===== src/rtl/const_bank.sv =====
// const_bank: serially loaded bank of WIDTH constant drivers with atomic commit.
// Optional define CONST_BANK_PARITY_EN adds the cfg_parity port and commit check.
module const_bank #(
    parameter int               WIDTH       = 8,
    parameter logic [WIDTH-1:0] RESET_VALUE = '1
) (
    input  logic             prog_clk,
    input  logic             prog_rst_n,
    input  logic             ccff_head,
    output logic             ccff_tail,
    input  logic             cfg_en,
    input  logic             cfg_commit,
`ifdef CONST_BANK_PARITY_EN
    input  logic             cfg_parity,
`endif
    output logic [WIDTH-1:0] const_out,
    output logic             cfg_done,
    output logic             cfg_err
);

    localparam int CW = $clog2(WIDTH + 2);

    typedef enum logic [1:0] {
        EMPTY,
        PARTIAL,
        FULL,
        OVER
    } state_t;

    logic [CW-1:0]    cnt;
    logic [CW-1:0]    cnt_next;
    logic [WIDTH-1:0] shadow;
    logic [WIDTH-1:0] shadow_next;
    logic [WIDTH-1:0] const_next;
    logic             done_next;
    logic             err_next;
    logic             shift;
    logic             parity_ok;
    state_t           state;

    // The counter is the state register; the state is a decode of it.
    always_comb begin
        state = OVER;
        if (cnt == '0)
            state = EMPTY;
        else if (cnt < CW'(WIDTH))
            state = PARTIAL;
        else if (cnt == CW'(WIDTH))
            state = FULL;
    end

`ifdef CONST_BANK_PARITY_EN
    assign parity_ok = ((^shadow) == cfg_parity);
`else
    assign parity_ok = 1'b1;
`endif

    // Commit has priority: a shift in the commit cycle is dropped.
    assign shift = cfg_en & ~cfg_commit;

    always_comb begin
        cnt_next    = cnt;
        shadow_next = shadow;
        const_next  = const_out;
        done_next   = 1'b0;
        err_next    = 1'b0;
        if (cfg_commit) begin
            cnt_next = '0;
            if (state == FULL && parity_ok) begin
                const_next = shadow;
                done_next  = 1'b1;
            end else begin
                err_next = 1'b1;
            end
        end else if (shift) begin
            shadow_next = WIDTH'({ccff_head, shadow} >> 1);
            if (state != OVER)
                cnt_next = cnt + CW'(1);
        end
    end

    always_ff @(posedge prog_clk or negedge prog_rst_n) begin
        if (!prog_rst_n) begin
            cnt       <= '0;
            shadow    <= RESET_VALUE;
            const_out <= RESET_VALUE;
            cfg_done  <= 1'b0;
            cfg_err   <= 1'b0;
        end else begin
            cnt       <= cnt_next;
            shadow    <= shadow_next;
            const_out <= const_next;
            cfg_done  <= done_next;
            cfg_err   <= err_next;
        end
    end

    assign ccff_tail = shadow[0];

endmodule

===== config.mk =====
export PLATFORM = sky130hd
export DESIGN_NAME = const_bank
export DESIGN_NICKNAME = d
export VERILOG_FILES = /design/src/rtl/const_bank.sv
export SDC_FILE = /design/constraint.sdc
export NUM_CORES = 1
export LEC_CHECK = 0
export CORE_AREA = 5 5 64 66
export CTS_CLUSTER_SIZE = 25
export DETAILED_ROUTE_END_ITERATION = 6
export DIE_AREA = 0 0 69 71
export PLACE_DENSITY = 0.49
export SETUP_SLACK_MARGIN = 0.02
export SLEW_MARGIN = 20
export SYNTH_ARGS = -nofsm -noshare
export SYNTH_HDL_FRONTEND = slang
export SYNTH_SLANG_ARGS = --single-unit

===== constraint.sdc =====
create_clock -name prog_clk -period 2.1 [get_ports prog_clk]
set_input_delay 0.21 -clock prog_clk [delete_from_list [all_inputs] [get_ports prog_clk]]
set_output_delay 0.21 -clock prog_clk [all_outputs]
set_load 0.01 [all_outputs]

## Word level (Yosys, flattened, before mapping)

Cells that the tools add are included.

| storage, ports and cells | value |
|---|---|
| register bits | 22 |
| latch bits | 0 |
| memory bits (writable) | 0 |
| bits in read-only memories | 0 |
| input port bits | 5 |
| word-level logic and storage cells | 28 |
| memories kept | 0 |

| operators by class | value |
|---|---|
| add/subtract/negate cells | 1 |
| multiply operators | 0 |
| divide/modulo/power cells | 0 |
| magnitude comparators | 1 |
| equality and inequality tests | 3 |
| shifts and indexed selects | 0 |
| multiplexer cells | 10 |
| bitwise gates (word level) | 2 |
| reductions and logical operators | 6 |

Operator list:

| operator | count |
|---|---|
| 2-to-1 mux 4 bit | 3 |
| AND reduction 2 bit | 3 |
| 2-to-1 mux 1 bit | 5 |
| adder 4 x 1 -> 4 bit, second input constant | 1 |
| equality test 4 bit, second input constant | 1 |
| logical NOT 4 bit | 1 |
| less-than comparator 4 bit, second input constant | 1 |
| 2-to-1 mux 2 bit | 2 |
| nonzero test 2 bit | 2 |
| equality test 2 bit, second input constant | 1 |
| inequality test 2 bit, second input constant | 1 |
| AND 1 bit | 1 |
| NOT 1 bit | 1 |

## Depth between registers and ports, before layout

| logic depth | value |
|---|---|
| depth in word-level cells | 8 |
| mapped depth | 5 |
| mapped depth without buffers | 5 |

## Worst setup path before layout

Ideal clock, no wire load.

| timing path | value |
|---|---|
| kind | reg2reg |
| from | reg cnt[0] |
| to | reg cnt[0] |
| library setup time | 0.125 ns |
| data arrival time | 1.243 ns |
| required time | 1.975 ns |
| path slack | 0.732 ns |
| stages on the path, launching flop included | 6 |
| clock period less this slack | 1.368 ns |
| cell sequence | dfrtp_1 > inv_1 > ha_1 > nor2b_4 > o21a_1 > mux2_4 |

| on the way | value |
|---|---|
| word-level cells in the longest chain between the ends | 7 |
| elaborated cells between the ends (all ways) | 13 |
| those cells by class | add/sub (1); order compare (1); eq/ne (2); mux (6); reduce/logical (3) |

RTL lines:

| what | line | source |
|---|---|---|
| start, declared | 30 | `logic [CW-1:0] cnt;` |
| start signal, assigned | 90 | `cnt <= cnt_next;` |
| parallel branches: the longest is 7 deep, another holds less-than comparator 4 bit | n/a |  |

Several ways; the timed one is not identified. The select of a mux whose other input is x is not followed.
A chain may end at the register's enable or synchronous reset.

## Worst setup path in the final report

| timing path | value |
|---|---|
| from | reg shadow[0] |
| to | out ccff_tail |

RTL lines:

| what | line | source |
|---|---|---|
| start, declared | 32 | `logic [WIDTH-1:0] shadow;` |
| start signal, assigned | 91 | `shadow <= shadow_next;` |
| end, declared | 10 | `output logic ccff_tail,` |

No word-level cell between the ends.

==> impl_metrics.py <==
metrics = {
    "placed_design": {
        "dp_hpwl_mm": 1.119,
        "gp_routability_congestion": 0.7204,
        "buffer_ports.inserted": 15,
    },
    "grt": {
        "grt_start_max_net_pins": 23,
        "global_route_wire_length_before_repair_mm": 2.601,
        "overflow": 0,
        "first_global_vias": 554,
        "grt_antenna_before_repair": 0,
        "grt.total_usage": 0.06790,
    },
    "sta": {
        "period_minus_slack_ns": 1.609,
        "timing.final.crit_share": 0.7664,
        "holdWs_ns": 0.2439,
        "sum_of_negative_setup_slack_ns": 0,
        "max-slew-margin-rel": 0.7887,
        "max_fclk_mhz": 621.3,
        "timing_worst_slew_pin_value_ns": 0.3159,
        "drv_slew": 0,
        "finalHoldViolations": 0,
        "final.setup_skew_ns": 0.006488,
        "setup_viol": 0,
        "rsz0062_at_grt": "no",
    },
    "synthesis": {
        "synth_cell_types": 21,
        "netlist_instances": 64,
        "postSynthAreaPerCell_um2": 15.41,
        "postSynthRegisterBits": 22,
        "synth_fp_nets": 71,
        "synth_seq_area_share": 0.5787,
        "synth_warnings": 0,
        "synth.cell_area_um2": 985.9,
    },
    "worst_setup_path": {
        "worstPathMaxFanout": 3,
        "cp_cell_sequence": "clkdlybuf4s50_1",
        "critical_path.reg2reg.startpoint": "cnt[0]$_DFFE_PN0P_",
        "worstPathBufferInverterCount": 1,
        "end_kind": "primary output",
        "reg2reg_slack_ns": 0.60,
        "delay_heaviest_family_cp": "flip-flops",
        "worst-endpoint-arrival_ns": 1.40,
        "critical_path_cell_with_the_highest_stage_delay": "dfstp_2",
        "critPathLaunch": "shadow[0]$_DFFE_PN1P_",
        "cp_data_required_time_ns": 1.89,
        "timing.critical_path.from_type": "register",
        "maximum_cell_stage_delay_along_the_critical_path_ns": 0.56,
        "worst_path_class_setup": "register to primary output",
    },
    "worst_hold_path": {
        "min_path_type": "primary input to asynchronous set/reset pin",
    },
    "power_and_ir_drop": {
        "power_uw": 971.9,
        "share_clk_of_total_power": 0.203,
        "switching_share": 0.2396,
        "ir_drop_mv": 0.1954,
        "power.net_switching_uw": 232.9,
        "pwr-share-comb": 0.188,
        "power_report.internal_total_uw": 739.1,
        "sequentialPowerShare": 0.609,
        "power-per-cell-area_mw_per_mm2": 805.0,
        "power_leakage_uw": 0.0005284,
    },
    "floorplan": {
        "design.die.area_mm2": 0.004899,
        "starting_utilization_of_the_core_area": 0.2798,
        "placementRows": 22,
        "area_inside_the_core_boundary_mm2": 0.003523,
        "die_h_um": 71,
        "count_of_pins_on_the_block_boundary": 16,
        "horiz_die_dim_um": 69,
    },
    "layout": {
        "final-seq-area_um2": 570.5,
        "multiInputGateArea_um2": 374.1,
        "layout.cells.most_common": "dfstp_2",
        "finish.net_count": 90,
        "final_core_util": 0.3427,
        "diodes": 0,
        "fillers": 385,
        "areaGrowthSynthToFinish_pct": 22.46,
        "layout_common_cells": "16 x dfstp_2, 15 x clkdlybuf4s50_1, 9 x mux2_4",
        "drive_gt1_frac": 0.5000,
    },
    "clock_tree": {
        "cts_buffers": 3,
        "post_cts_resized": 0,
        "cts_root_buffer": "clkbuf_4",
        "clock_tree.buffer_depth": 2,
        "cts_post_setup_buffers_inserted": 0,
        "cts_max_level": 1,
        "tritoncts": "built",
        "ctsHoldBuffers": 0,
        "clock_sink_count": 22,
        "cts.reportedPaths.clkPinSlew_ns": 0.12,
        "insertion_delay_ns": 0.30,
    },
    "drt": {
        "ant_nets": 0,
        "route.detailed.vias_per_inst": 4.100,
        "first_pass_iters": 2,
        "route.detailed.drc": 0,
        "routed_wire_length_per_instance_um": 11.71,
        "totalWireLength_mm": 1.522,
        "route.vias.total": 533,
        "dr.first_iter.drc_count": 9,
    },
    "outcome": {
        "run_status": "complete, no violations",
    },
    "run": {
        "maxCapViolations": 0,
    },
}
## per-stage QoR
step                std cells  worst slack (ns)  instance area, um2
global placement          126            0.5609                1181
global route              130            0.4283                1207
floorplan                  64            0.7318               985.9
finish                    130            0.4905                1207
CTS                       130            0.4740                1207
detailed placement        126            0.5197                1181
## cell type report
type	count	share of cell area
sequential	22	0.4725
multi-input combinational	35	0.3098
timing repair buffer	16	0.1306
tap	48	0.04974
clock buffer	4	0.02176
inverter	5	0.01554
## sequential cells by signal (all words and copies together), names as in the netlist
name,flops
cfg_done,1
cfg_err,1
cnt,4
const_out,8
shadow,8
## final timing paths
kind | depth (start not counted) | to
hold / removal | 2 | cfg_done$_DFF_PN0_
hold reg to reg | 2 | cnt[1]$_DFFE_PN0P_
setup reg to reg | 5 | cnt[0]$_DFFE_PN0P_
max in group asynchronous | 2 | shadow[4]$_DFFE_PN1P_
min in group prog_clk | 2 | shadow[7]$_DFFE_PN1P_
setup / recovery | 1 | ccff_tail
## cell usage after synthesis
cell type  number  area [um2]
nand2b_1        2       12.51
dfstp_2        16       420.4
dfrtp_1         6       150.1
a21boi_0        1       7.510
o21ai_0         1       5.000
a211o_1         1       8.760
nor2b_4         1       13.76
mux2_2          8       90.09
nor2_1          2       7.510
inv_2           1       3.750
nand2b_4        1       13.76
nand3_4         1       17.52
buf_6           2       22.52
a21oi_1         2       10.01
ha_1            2       25.02
mux2i_1         1       10.01
o21a_1          1       7.510
nand4_1         1       6.260
nand2_1         1       3.750
inv_1           4       15.01
mux2_4          9       135.1
## cell families after synthesis
logic type / Yosys count / synth area share
adders and majority gates: 2 / 0.02538
and+or+nand+nor: 9 / 0.07614
DFF: 22 / 0.5787
muxes: 18 / 0.2386
buffers and inverters: 7 / 0.04187
AOI/OAI and AO/OA: 6 / 0.03934
## routing by layer
metal,GRT usage,share of wire,vias to the layer above
met1,0.08348,0.46,264
met5,0,0,-
li1,-,-,256
met4,0.02603,0.0066,0
met3,0.03267,0.064,2
met2,0.1028,0.47,11
## power by group through the flow
stage	sequential [uW]	clock, uW	combinational [uW]
floorplan	587	0	132
global placement	601	0	183
detailed placement	602	0	187
CTS	595	208	186
global route	605	229	200
finish	592	197	183
Note: power is estimated with default switching activity, not from simulation.
